<file path="config.mk">
export PLATFORM = sky130hd
export DESIGN_NAME = filter2d_ctrl
export DESIGN_NICKNAME = d
export VERILOG_FILES = /design/src/rtl/filter2d_pkg.sv /design/src/rtl/filter2d_wdog.sv /design/src/rtl/filter2d_ctrl.sv
export SDC_FILE = /design/constraint.sdc
export NUM_CORES = 1
export LEC_CHECK = 0
export BUFFER_PORTS_ARGS = -buffer_cell sky130_fd_sc_hd__buf_2
export CORE_ASPECT_RATIO = 0.7
export CORE_MARGIN = 2
export CORE_UTILIZATION = 33
export CTS_CLUSTER_DIAMETER = 80
export CTS_CLUSTER_SIZE = 12
export DETAILED_ROUTE_END_ITERATION = 8
export GPL_TIMING_DRIVEN = 0
export PLACE_DENSITY = 0.61
export SETUP_SLACK_MARGIN = 0.1
export SYNTH_ARGS = -nofsm -noshare
export SYNTH_HDL_FRONTEND = slang
export SYNTH_SLANG_ARGS = --single-unit
</file>
<file path="constraint.sdc">
create_clock -name clk -period 2.4 [get_ports clk]
set_input_delay 0 -clock clk [delete_from_list [all_inputs] [get_ports clk]]
set_output_delay 0 -clock clk [all_outputs]
set_load 0.01 [all_outputs]
</file>
<file path="src/rtl/filter2d_pkg.sv">
// Shared definitions for the 2-D filter controller.
// Holds the controller state encoding, tap count, the power-on coefficient
// table and the pixel / coefficient / address / watchdog width constants.
package filter2d_pkg;

    localparam int unsigned NumTaps = 9;
    localparam int unsigned TapIdxW = 4;
    localparam int unsigned PixW    = 8;
    localparam int unsigned CoefW   = 8;
    localparam int unsigned AddrW   = 16;
    localparam int unsigned WdogW   = 10;

    typedef enum logic [2:0] {
        StIdle,
        StLoad,
        StStart,
        StRun,
        StDone,
        StErr,
        StQuiesce
    } state_e;

    // Element [i] is the coefficient for tap i (table is symmetric).
    localparam logic [NumTaps-1:0][CoefW-1:0] CoefInit = {
        8'h08, 8'h10, 8'h08,
        8'h10, 8'h20, 8'h10,
        8'h08, 8'h10, 8'h08
    };

endpackage

</file>
<file path="src/rtl/filter2d_wdog.sv">
// Inactivity watchdog shared by the RUN and QUIESCE phases.
// Ports:
//   clk, n_reset : clock, synchronous active-low reset
//   clr_i        : force count to 0
//   load_i       : force count to 1 (the cycle carrying activity counts as elapsed)
//   en_i         : count one more idle cycle (saturates at TIMEOUT)
//   expire_o     : the next enabled increment reaches TIMEOUT
module filter2d_wdog
    import filter2d_pkg::*;
#(
    parameter int unsigned TIMEOUT = 64
) (
    input  logic clk,
    input  logic n_reset,
    input  logic clr_i,
    input  logic load_i,
    input  logic en_i,
    output logic expire_o
);

    localparam logic [WdogW-1:0] Limit   = WdogW'(TIMEOUT);
    localparam logic [WdogW-1:0] LastCnt = WdogW'(TIMEOUT - 1);

    logic [WdogW-1:0] cnt_q, cnt_d;

    always_comb begin
        cnt_d = cnt_q;
        if (clr_i) begin
            cnt_d = '0;
        end else if (load_i) begin
            cnt_d = WdogW'(1);
        end else if (en_i && (cnt_q != Limit)) begin
            cnt_d = cnt_q + WdogW'(1);
        end
    end

    always_ff @(posedge clk) begin
        if (!n_reset) begin
            cnt_q <= '0;
        end else begin
            cnt_q <= cnt_d;
        end
    end

    assign expire_o = (cnt_q == LastCnt);

endmodule

</file>
<file path="src/rtl/filter2d_ctrl.sv">
// Run controller for an external 2-D filter.
// Loads the 9 shadow coefficients into the filter when they changed, starts
// it, writes each returned pixel to the output frame memory in raster order
// and guards the run with an inactivity watchdog.
// Ports:
//   clk, n_reset                 : clock, synchronous active-low reset
//   cfg_we/cfg_idx/cfg_data      : coefficient shadow write
//   go, abort                    : run request / cancel
//   busy, done, err, pix_cnt     : status
//   f_h_write/f_h_idx/f_h_data   : filter coefficient write port
//   f_start                      : filter start pulse
//   f_o_strb/f_o_data            : filter result stream
//   wr_en/wr_addr/wr_data        : output frame memory write port
module filter2d_ctrl
    import filter2d_pkg::*;
#(
    parameter int unsigned WIDTH   = 128,
    parameter int unsigned TIMEOUT = 64
) (
    input  logic               clk,
    input  logic               n_reset,
    input  logic               cfg_we,
    input  logic [TapIdxW-1:0] cfg_idx,
    input  logic [CoefW-1:0]   cfg_data,
    input  logic               go,
    input  logic               abort,
    output logic               busy,
    output logic               done,
    output logic               err,
    output logic [AddrW-1:0]   pix_cnt,
    output logic               f_h_write,
    output logic [TapIdxW-1:0] f_h_idx,
    output logic [CoefW-1:0]   f_h_data,
    output logic               f_start,
    input  logic               f_o_strb,
    input  logic [PixW-1:0]    f_o_data,
    output logic               wr_en,
    output logic [AddrW-1:0]   wr_addr,
    output logic [PixW-1:0]    wr_data
);

    localparam logic [AddrW-1:0]   FramePix = AddrW'(WIDTH * WIDTH);
    localparam logic [TapIdxW-1:0] LastTap  = TapIdxW'(NumTaps - 1);

    state_e                           state_q, state_d;
    logic [TapIdxW-1:0]               ld_idx_q, ld_idx_d;
    logic [NumTaps-1:0][CoefW-1:0]    shadow_q, shadow_d;
    logic                             coef_dirty_q, coef_dirty_d;
    logic                             err_q, err_d;
    logic [AddrW-1:0]                 pix_cnt_q, pix_cnt_d;
    logic                             wr_en_q, wr_en_d;
    logic [AddrW-1:0]                 wr_addr_q, wr_addr_d;
    logic [PixW-1:0]                  wr_data_q, wr_data_d;

    logic             cfg_valid;
    logic [CoefW-1:0] tap_data;
    logic             wd_clr, wd_load, wd_en, wd_expire;

    assign cfg_valid = cfg_we && (cfg_idx < TapIdxW'(NumTaps));

    always_comb begin
        shadow_d = shadow_q;
        for (int i = 0; i < NumTaps; i++) begin
            if (cfg_we && (cfg_idx == TapIdxW'(i))) begin
                shadow_d[i] = cfg_data;
            end
        end
    end

    // Reads the registered shadow, so a same-cycle write is seen on the next load.
    always_comb begin
        tap_data = '0;
        for (int i = 0; i < NumTaps; i++) begin
            if (ld_idx_q == TapIdxW'(i)) begin
                tap_data = shadow_q[i];
            end
        end
    end

    always_comb begin
        state_d      = state_q;
        ld_idx_d     = ld_idx_q;
        coef_dirty_d = coef_dirty_q;
        err_d        = err_q;
        pix_cnt_d    = pix_cnt_q;
        wr_en_d      = 1'b0;
        wr_addr_d    = wr_addr_q;
        wr_data_d    = wr_data_q;
        wd_clr       = 1'b0;
        wd_load      = 1'b0;
        wd_en        = 1'b0;

        unique case (state_q)
            StIdle: begin
                if (go) begin
                    ld_idx_d = '0;
                    if (coef_dirty_q) begin
                        coef_dirty_d = 1'b0;
                        state_d      = StLoad;
                    end else begin
                        state_d = StStart;
                    end
                end
            end
            StLoad: begin
                if (abort) begin
                    wd_clr  = 1'b1;
                    state_d = StQuiesce;
                end else if (ld_idx_q == LastTap) begin
                    state_d = StStart;
                end else begin
                    ld_idx_d = ld_idx_q + TapIdxW'(1);
                end
            end
            StStart: begin
                wd_clr    = 1'b1;
                pix_cnt_d = '0;
                wr_addr_d = '0;
                state_d   = abort ? StQuiesce : StRun;
            end
            StRun: begin
                if (abort) begin
                    // A strobe in the abort cycle still counts as activity.
                    wd_load = f_o_strb;
                    wd_clr  = !f_o_strb;
                    state_d = StQuiesce;
                end else if (pix_cnt_q == FramePix) begin
                    // This is the cycle carrying the last pixel's write.
                    state_d = StDone;
                end else if (f_o_strb) begin
                    wd_load   = 1'b1;
                    wr_en_d   = 1'b1;
                    wr_addr_d = pix_cnt_q;
                    wr_data_d = f_o_data;
                    pix_cnt_d = pix_cnt_q + AddrW'(1);
                end else begin
                    wd_en = 1'b1;
                    if (wd_expire) begin
                        err_d   = 1'b1;
                        state_d = StErr;
                    end
                end
            end
            StDone: begin
                state_d = StIdle;
            end
            StErr: begin
                if (go || abort) begin
                    err_d   = 1'b0;
                    wd_clr  = 1'b1;
                    state_d = StQuiesce;
                end
            end
            StQuiesce: begin
                if (f_o_strb) begin
                    wd_load = 1'b1;
                end else begin
                    wd_en = 1'b1;
                    if (wd_expire) begin
                        state_d = StIdle;
                    end
                end
            end
            default: begin
                state_d = StIdle;
            end
        endcase

        // Any accepted shadow write re-arms the load, even one landing during LOAD.
        if (cfg_valid) begin
            coef_dirty_d = 1'b1;
        end
    end

    always_ff @(posedge clk) begin
        if (!n_reset) begin
            state_q      <= StIdle;
            ld_idx_q     <= '0;
            shadow_q     <= CoefInit;
            coef_dirty_q <= 1'b1;
            err_q        <= 1'b0;
            pix_cnt_q    <= '0;
            wr_en_q      <= 1'b0;
            wr_addr_q    <= '0;
            wr_data_q    <= '0;
        end else begin
            state_q      <= state_d;
            ld_idx_q     <= ld_idx_d;
            shadow_q     <= shadow_d;
            coef_dirty_q <= coef_dirty_d;
            err_q        <= err_d;
            pix_cnt_q    <= pix_cnt_d;
            wr_en_q      <= wr_en_d;
            wr_addr_q    <= wr_addr_d;
            wr_data_q    <= wr_data_d;
        end
    end

    filter2d_wdog #(
        .TIMEOUT (TIMEOUT)
    ) u_wdog (
        .clk      (clk),
        .n_reset  (n_reset),
        .clr_i    (wd_clr),
        .load_i   (wd_load),
        .en_i     (wd_en),
        .expire_o (wd_expire)
    );

    assign busy      = (state_q != StIdle);
    assign done      = (state_q == StDone);
    assign f_start   = (state_q == StStart);
    assign f_h_write = (state_q == StLoad);
    assign f_h_idx   = f_h_write ? ld_idx_q : '0;
    assign f_h_data  = f_h_write ? tap_data : '0;
    assign err       = err_q;
    assign pix_cnt   = pix_cnt_q;
    assign wr_en     = wr_en_q;
    assign wr_addr   = wr_addr_q;
    assign wr_data   = wr_data_q;

endmodule

</file>
Word-level counts from Yosys, hierarchy flattened
Cells that the tools add are included.
{"block": "op_classes", "n_addsub": 3, "n_mul": 0, "div": 0, "n_lt_le_gt_ge": 1, "n_eq_ne": 39, "shifts": 0, "muxes": 56, "bitwise_logic": 4, "reduce_logical": 31}
{"operator": "16-bit two-way mux", "count": 6}
{"operator": "8-bit two-way mux", "count": 10}
{"operator": "16-bit case mux with 2 select lines", "count": 2}
{"operator": "3-bit two-way mux", "count": 11}
{"operator": "4-bit by 3-bit equality test with 1-bit output (second input constant)", "count": 8}
{"operator": "2-bit inequality test (second input constant)", "count": 9}
{"operator": "3-bit case mux with 6 select lines", "count": 1}
{"operator": "16-bit by 1-bit adder with 16-bit output (second input constant)", "count": 1}
{"operator": "16-bit by 15-bit equality test with 1-bit output (second input constant)", "count": 1}
{"operator": "4-bit by 2-bit equality test with 1-bit output (second input constant)", "count": 4}
{"operator": "1-bit two-way mux", "count": 16}
{"operator": "4-bit two-way mux", "count": 4}
{"operator": "4-bit AND reduction", "count": 3}
{"operator": "1-bit logical AND", "count": 11}
{"operator": "10-bit by 1-bit adder with 10-bit output (second input constant)", "count": 1}
{"operator": "10-bit by 6-bit equality test with 1-bit output (second input constant)", "count": 1}
{"operator": "10-bit by 7-bit inequality test with 1-bit output (second input constant)", "count": 1}
{"operator": "3-bit equality test (second input constant)", "count": 3}
{"operator": "4-bit by 1-bit equality test with 1-bit output (second input constant)", "count": 2}
{"operator": "4-bit equality test (second input constant)", "count": 2}
{"operator": "4-bit logical NOT", "count": 2}
{"operator": "4-bit case mux with 2 select lines", "count": 1}
{"operator": "2-bit nonzero test", "count": 4}
{"operator": "7-bit AND reduction", "count": 1}
{"operator": "other kinds (20)", "count": 29}
{"block": "totals", "regBits": 132, "latch_bits": 0, "mem_bits_rw": 0, "romBits": 0, "inputBits": 26, "output_inout_bits": 58, "elab_cells": 153, "n_memories": 0}

Logic depth before layout (Yosys ltp)
Gate-level depths: netlist of the first run.
{"block": "logic_depth", "depth_word": 11, "mapped_depth": 9, "mapped_depth_nobuf": 7}

Hierarchy
A second synthesis of the first run with hierarchy kept.
{"block": "unflattened", "hier_cells": 738, "hier_area_um2": 6416.2}
{"mod": "filter2d_ctrl", "instances": 1, "cells_per_inst": 674, "area_per_inst_um2": 5864.4, "seq_area_each_um2": 2442.3}
{"mod": "filter2d_wdog", "instances": 1, "cells_per_inst": 64, "area_per_inst_um2": 551.8, "seq_area_each_um2": 200.2}

Worst setup path before layout of the first run
Ideal clock, no wire load.
{"block": "synth_path", "path_type": "flip-flop to flip-flop", "from": "register pix_cnt_q[0] (netlist: pix_cnt[0])", "to": "register wr_addr_q[8] (netlist: wr_addr[8])", "setup_ns": 0.059, "t_arrival_ns": 1.840, "required_ns": 2.341, "slack_ns": 0.500, "path_stages_with_launch": 10, "n_path_buf": 2, "period_less_slack_ns": 1.900, "cell_sequence": "dfxtp_1 inv_1 ha_1 nor4b_4 and4_1 nor2_4 and2_4 buf_6 buf_6 a22o_1"}
{"block": "synth_via", "elab_chain_cells": 3}
{"item": "from (decl)", "line_no": "filter2d_ctrl.sv:50", "text": "logic [AddrW-1:0] pix_cnt_q, pix_cnt_d;"}
{"item": "from (signal assigned)", "line_no": "filter2d_ctrl.sv:192", "text": "pix_cnt_q <= pix_cnt_d;"}
{"item": "16-bit by 15-bit equality test with 1-bit output", "line_no": "filter2d_ctrl.sv:127", "text": "end else if (pix_cnt_q == FramePix) begin"}
{"item": "2-bit inequality test (no source line)"}
{"item": "4-bit AND reduction (no source line)"}
{"item": "to (signal assigned)", "line_no": "filter2d_ctrl.sv:194", "text": "wr_addr_q <= wr_addr_d;"}
{"item": "to (decl)", "line_no": "filter2d_ctrl.sv:52", "text": "logic [AddrW-1:0] wr_addr_q, wr_addr_d;"}
Every way passes these cells.
A chain may end at the register's enable or synchronous reset.

Final worst setup path of the first run
{"block": "layout_path", "from": "register ld_idx_q[0]", "to": "output port f_h_data[3]"}
{"block": "layout_via", "elab_chain_cells": 11, "word_cells_on_any_way": 19, "classes_between": "eq/ne (8); mux (10); reduce/logical (1)"}
{"item": "from (decl)", "line_no": "filter2d_ctrl.sv:46", "text": "logic [TapIdxW-1:0] ld_idx_q, ld_idx_d;"}
{"item": "from (signal assigned)", "line_no": "filter2d_ctrl.sv:188", "text": "ld_idx_q <= ld_idx_d;"}
{"item": "4-bit logical NOT", "line_no": "filter2d_ctrl.sv:74", "text": "if (ld_idx_q == TapIdxW'(i)) begin"}
{"item": "8-bit two-way mux (8 in series)", "line_no": "filter2d_ctrl.sv:74"}
{"item": "8-bit two-way mux (*)", "line_no": "filter2d_ctrl.sv:74"}
{"item": "8-bit two-way mux (*)", "line_no": "filter2d_ctrl.sv:215", "text": "assign f_h_data = f_h_write ? tap_data : '0;"}
{"item": "to (decl)", "line_no": "filter2d_ctrl.sv:33", "text": "output logic [CoefW-1:0] f_h_data,"}
Every way passes the cells marked *; elsewhere a longest branch is shown, timed or not.

==> qor.yml, run 1 <==
run_status:
  status: "completed"
critical_path:
  critPathKind: "register to output port"
  max_stage_delay_ps: 380
  cp_cell_sequence: "inv_2 -> ha_2 -> buf_8 -> clkbuf_16 -> a21oi_2 -> a21oi_1 -> o211ai_1 -> a41o_1 -> buf_2"
  critPathArrivalTime_ps: 2310
  critPathSlowestCell: "dfxtp_4"
  startpoint_type: "register"
  endpoint_kind: "output port"
  path_max_fanout: 10
  critPathRequiredTime_ps: 2400
routing:
  ant_nets: 0
  vias_per_cell: 5.01
  routed_wl_mm: 18.4
  routedWlPerCell_um: 16.8
  num_vias: 5470
  drtIter0Drc: 482
  drcViolationCount: 0
  dr.pass1.iters: 5
die:
  rows: 42
  io_pins: 84
  start_util_pct: 33.9
  core-area_um2: 19000
  die-area_um2: 20700
  dieHeight_um: 121
  die_w_um: 171
yosys:
  syn_inst: 705
  syn_area_per_cell_um2: 9.15
  ys_async_sr_fraction_pct: 0
  synth_area_leaders: "dfxtp_1 41%, mux2i_1 13%, nor2b_1 8.1%"
  dominantRegCellSynth: "dfxtp_1"
  synth-edff-count: 0
  synth-seq-cells: 132
  syn_nets: 739
  yosysWarnings: 0
  yosysSeqAreaShare_pct: 41.0
  yosysTopAreaCellShare_pct: 41.0
  synth_area_leader_cell: "dfxtp_1"
  syn_area_um2: 6450
  ys_types: 66
sta:
  setup_viol: 0
  period_minus_slack_ps: 2310
  rsz0062_at_grt: "yes"
  relSlewSlack_pct: 52.4
  fin_worst_skew_ps: 9.32
  fmax_mhz: 433
  worst_pin_slew_ps: 713
  layout_worst_path_cycle_share_pct: 96.3
  slew_violations: 0
  hold_viol_final: 0
layout:
  seqCellArea_um2: 2650
  fin_nets: 849
  drive_gt1_share_pct: 20.9
  n_antenna_cell: 0
  final_common_cell: "dfxtp_1"
  nFillCells: 1876
  post-route-util_pct: 42.9
  area_delta_synth_final_pct: 26.5
  fin_cells: 1092
  final_cell_mix: "130 x dfxtp_1, 83 x nor2b_1, 82 x buf_2, 81 x mux2i_1, 65 x nand2_1"
  multiInputGateArea_um2: 3620
clock_tree:
  cts_buffers: 17
  cts_buffer_depth: 2
  cts_root_buffer: "clkbuf_16"
  cts_htree_levels: 4
  path_clk_slew_ps: 50
  cts_tree: "built"
  cts.sinks: 132
  clock_latency_ps: 430
grt:
  grt_antenna_before_repair: 0
  grt_pass1_vias: 4995
  grt_overflow: 0
  grt_usage_pct: 18.0
  grt_pass1_wl_mm: 28.2
  grt_max_degree: 17
power_and_ir_drop:
  leakage_nw: 3.33
  p_per_area_nw_per_um2: 769
  vdd_drop_max_uv: 376
placed_design:
  gp_congestion: 0.875
  dp.cells: 1042
  portBuffers: 73
  hpwl_mm: 12.6
job:
  drv_cap: 0
hold_path:
  min_path_type: "input pin to register"
final timing paths:
path	start	end	cells after the start	slack, ps
setup / recovery	ld_idx_q[0]	f_h_data[3]	9	90
hold / removal	f_o_strb	err	4	20
setup reg to reg	pix_cnt[0]	wr_addr[11]	7	210
hold reg to reg	wr_addr[14]	wr_addr[14]	1	470
power by group:
| part | internal (mW) | switching [mW] | leakage [nW] | total [mW] |
|---|---|---|---|---|
| clock network | 1.72 | 1.02 | 0.304 | 2.74 |
| registers | 2.24 | 0.0383 | 1.07 | 2.28 |
| logic | 0.477 | 0.776 | 1.96 | 1.25 |
| total | 4.44 | 1.84 | 3.33 | 6.28 |
cell type report:
class / count / share of cell area [%]
Timing Repair Buffer: 91 / 6.44
Clock inverter: 11 / 1.81
Buffer: 54 / 4.39
Sequential cell: 132 / 32.5
Tap cell: 264 / 4.05
Inverter: 14 / 0.675
Multi-Input combinational cell: 505 / 44.4
Clock buffer: 21 / 5.77
synth_stat cells (all sizes together) (3+ instances only):
cell type	n
o211ai	7
a31oi	3
nor4	4
nand3b	13
dfxtp	132
buf	16
nor3b	13
mux2i	81
clkbuf	38
a22o	27
o31ai	3
or3	4
nor2	32
and4	4
nor3	11
a21oi	31
and3	4
xnor2	4
nor2b	83
inv	14
ha	8
nand4	9
xor2	12
nand3	18
and2	3
o21ai	25
or4	3
nand2	65
a41o	8
worst max-delay path: cells and delay by family (launching register included):
family / cells / cell delay, ps
compound gates: 4 / 800
buf+inv: 4 / 510
fa+ha+maj: 1 / 190
flops: 1 / 380
registers in the layout, summed over array words and instances, names as in the netlist:
| register | flops |
|---|---|
| err | 1 |
| state_q | 3 |
| wr_addr | 16 |
| ld_idx_q | 4 |
| coef_dirty_q | 1 |
| pix_cnt | 16 |
| wr_en | 1 |
| shadow_q | 72 |
| u_wdog.cnt_q | 10 |
| wr_data | 8 |
logic make-up (layout without fill, tap and decap cells):
kind of cell / after synthesis / in the layout / share of synthesized area [%]
buf+inv: 68 / 191 / 4.58
mux: 81 / 81 / 12.6
xor+xnor: 16 / 16 / 2.17
fa+ha+maj: 8 / 8 / 1.55
compound gates: 126 / 126 / 13.9
flops: 132 / 132 / 41.0
simple gates: 274 / 274 / 24.2
through the flow:
stage / area [um^2] / TNS [ps] / setup WS, ps / power [mW] / hold slack, ps
4_1_cts: 8060 / 0 / 88.9 / 6.25 / 2.32
3_3_place_gp: 7150 / -2130 / -294 / 3.42 / 254
6_report: 8160 / 0 / 88.4 / 6.28 / 18.6
3_5_place_dp: 7150 / -2180 / -300 / 3.41 / 273
5_1_grt: 8160 / 0 / 89.8 / 6.50 / 38.3
2_1_floorplan: 6450 / 0 / 500 / 3.08 / 160
what timing repair did:
action                     CTS  global route
pin swaps                    7            17
hold buffers                10             0
buffers inserted             4             4
hold endpoints to repair    12             0
setup endpoints to repair   11            30
gates resized for setup     45            23
per-layer routing:
| layer | vias up | global-route usage [%] | wire length (um) |
|---|---|---|---|
| met3 | 21 | 3.59 | 1210 |
| met1 | 2545 | 27.7 | 9310 |
| met2 | 189 | 24.4 | 7530 |
| li1 | 2715 | - | - |
| met4 | 0 | 6.36 | 306 |
| met5 | - | 0 | 0 |
No activity file was read; power rests on OpenSTA's default activity.
==> inputs of run 2 (changes only) <==
--- a/config.mk
+++ b/config.mk
@@ -8,12 +8,12 @@
 export BUFFER_PORTS_ARGS = -buffer_cell sky130_fd_sc_hd__buf_2
 export CORE_ASPECT_RATIO = 0.7
 export CORE_MARGIN = 2
-export CORE_UTILIZATION = 33
+export CORE_UTILIZATION = 58
 export CTS_CLUSTER_DIAMETER = 80
 export CTS_CLUSTER_SIZE = 12
 export DETAILED_ROUTE_END_ITERATION = 8
 export GPL_TIMING_DRIVEN = 0
-export PLACE_DENSITY = 0.61
+export PLACE_DENSITY = 0.91
 export SETUP_SLACK_MARGIN = 0.1
 export SYNTH_ARGS = -nofsm -noshare
 export SYNTH_HDL_FRONTEND = slang
==> qor.yml, run 2 (synthesis gave the netlist of run 1 again) <==
run_status:
  status: "completed"  # unchanged
sta:
  worst_pin_slew_ps: 870  # was 713 ps
  period_minus_slack_ps: 2370  # was 2310 ps
  finalSetupTns_ps: 0  # unchanged
  setup_viol: 0  # unchanged
  whs_ps: 27.2  # was 18.6 ps
  hold_viol_final: 0  # unchanged
  fmax_mhz: 422  # was 433 MHz
  layout_worst_path_cycle_share_pct: 98.7  # was 96.3%
  relSlewSlack_pct: 41.2  # was 52.4%
  fin_worst_skew_ps: 9.04  # was 9.32 ps
  slew_violations: 0  # unchanged
  fin_ws_ps: 30.6  # was 88.4 ps
  rsz0062_at_grt: "yes"  # unchanged
critical_path:
  crit_end: "state_q[0]"  # was f_h_data[3]
  r2r_slack_ps: 30  # was 210 ps
  startpoint_type: "register"  # unchanged
  r2r-start: "state_q[2]"  # was pix_cnt[0]
  critPathRequiredTime_ps: 2710  # was 2400 ps
  critPathArrivalTime_ps: 2680  # was 2310 ps
  rr_worst_depth: 6  # was 7
  endpoint_kind: "register"  # was output port
  r2r_end: "state_q[0]"  # was wr_addr[11]
  path_max_fanout: 10  # unchanged
  critPathKind: "register to register"  # was register to output port
  crit_path_start: "state_q[2]"  # was ld_idx_q[0]
die:
  core-area_um2: 10900  # was 19000 um^2
  start_util_pct: 59.0  # was 33.9%
  die-area_um2: 12000  # was 20700 um^2
  io_pins: 84  # unchanged
  dieHeight_um: 92.2  # was 121 um
  die_w_um: 130  # was 171 um
  rows: 32  # was 42
layout:
  final_cell_mix: "130 x dfxtp_1, 83 x nor2b_1, 82 x buf_2, 81 x mux2i_1, 65 x nand2_1"  # unchanged
  post-route-util_pct: 72.6  # was 42.9%
  multiInputGateArea_um2: 3620  # about the same
  largest-register: "shadow_q"  # unchanged
  n_antenna_cell: 0  # unchanged
  largest_register_ffs: 72  # unchanged
  area_delta_synth_final_pct: 23.0  # was 26.5%
  nFillCells: 745  # was 1876
  seqCellArea_um2: 2650  # unchanged
  fin_nets: 846  # was 849
  final_common_cell: "dfxtp_1"  # unchanged
  drive_gt1_share_pct: 20.5  # was 20.9%
  final_area_um2: 7930  # was 8160 um^2
routing:
  ant_nets: 0  # unchanged
  vias_per_cell: 6.18  # was 5.01
  routedWlPerCell_um: 19.7  # was 16.8 um
  dr.pass1.iters: 5  # unchanged
  drcViolationCount: 0  # unchanged
  routed_wl_mm: 19.2  # was 18.4 mm
  num_vias: 6045  # was 5470
  drtIter0Drc: 688  # was 482
grt:
  grt_pass1_vias: 5430  # was 4995
  grt_antenna_before_repair: 0  # unchanged
  grt_overflow: 0  # unchanged
  grt_usage_pct: 31.0  # was 18.0%
  grt_max_degree: 17  # unchanged
  grt_pass1_wl_mm: 28.6  # was 28.2 mm
placed_design:
  dp_slack_ps: -115  # was -300 ps
  hpwl_mm: 11.5  # was 12.6 mm
  portBuffers: 73  # unchanged
  gp_congestion: 0.954  # was 0.875
  dpl-instance-area_um2: 7010  # was 7150 um^2
hold_path:
  min_from: "n_reset"  # was f_o_strb
  min_path_type: "input pin to register"  # unchanged
power_and_ir_drop:
  leakage_nw: 3.28  # was 3.33 nW
  vdd_drop_max_uv: 562  # was 376 uV
  power_frac_comb_pct: 20.3  # was 20.0%
  switching_share_pct: 30.8  # was 29.2%
  p_clk_share_pct: 42.5  # was 43.7%
  seqPwrFrac_pct: 37.1  # was 36.4%
  p_per_area_nw_per_um2: 777  # was 769 nW/um^2
  p_switching_mw: 1.90  # was 1.84 mW
  power.internal_mw: 4.27  # was 4.44 mW
clock_tree:
  path_clk_slew_ps: 60  # was 50 ps
  cts_root_buffer: "clkbuf_16"  # unchanged
  cts_buffers: 17  # unchanged
  cts_buffer_depth: 2  # unchanged
  cts.sinks: 132  # unchanged
  clock_latency_ps: 430  # about the same
  cts_htree_levels: 4  # unchanged
  cts_tree: "built"  # unchanged
job:
  drv_cap: 0  # unchanged
run 2: changes by cell type in the layout (fill, tap and decap cells not counted), moves of 2 or more:
cell	before	now
a21oi_2	8	2
a21oi_1	23	28
buf_4	10	6
buf_6	3	6
clkbuf_16	20	17
clkinvlp_4	1	4
clkbuf_8	3	1
o311ai_1	2	0
run 2: area by class of cell:
| type | instances | share of cell area [%] |
|---|---|---|
| inverter | 14 | 0.694 |
| buffer | 54 | 4.08 |
| clock buffer | 18 | 5.54 |
| tap | 153 | 2.41 |
| clock inverter | 14 | 1.92 |
| timing repair buffer | 88 | 6.34 |
| sequential | 132 | 33.4 |
| multi-input combinational | 505 | 45.6 |
run 2: worst min-delay path by stage:
stage,cells past startpoint,to
3_3_place_gp,3,wr_data[3]
6_report,4,pix_cnt[4]
3_5_place_dp,3,wr_data[5]
5_1_grt,3,coef_dirty_q
2_1_floorplan,2,coef_dirty_q
4_1_cts,4,pix_cnt[4]
run 2: through the flow:
step / cells / power, mW
6_report: 978 / 6.17
5_1_grt: 978 / 6.33
4_1_cts: 973 / 6.01
3_5_place_dp: 931 / 3.38
3_3_place_gp: 931 / 3.36
2_1_floorplan: 705 / 3.08
run 2: what timing repair did:
action                                 CTS  global route
pin swaps                                5            17
cloned                                   0             0
endpoints found under the hold margin   12             0
gates resized for setup                 34            35
hold buffers                            10             0
buffers inserted                         0             5
setup endpoints to repair               10            30
run 2: layer usage:
layer  wire, um  vias to the layer above  global-route usage [%]  part of all wire (%)
met4        582                        0                    11.1                   3.0
met5          0                        -                       0                     0
met2       8570                      368                    48.2                    45
li1           -                     2708                       -                     -
met3       1770                       72                    7.35                   9.2
met1       8300                     2897                    42.1                    43
run 2: critical path, stage by stage, from the launching register on:
cell      delay [ps]
dfxtp_1          390
buf_2            260
inv_1            220
o21bai_1         100
o311ai_0         730
a21oi_1          250
o211a_1          300
run 2: power groups by stage:
stage / registers, mW / clock network [mW] / logic [mW]
final: 2.29 / 2.62 / 1.25
after global routing: 2.29 / 2.72 / 1.32
after global placement: 2.33 / 0 / 1.03
after CTS: 2.29 / 2.60 / 1.13
after detailed placement: 2.33 / 0 / 1.05
after floorplan: 2.32 / 0 / 0.756
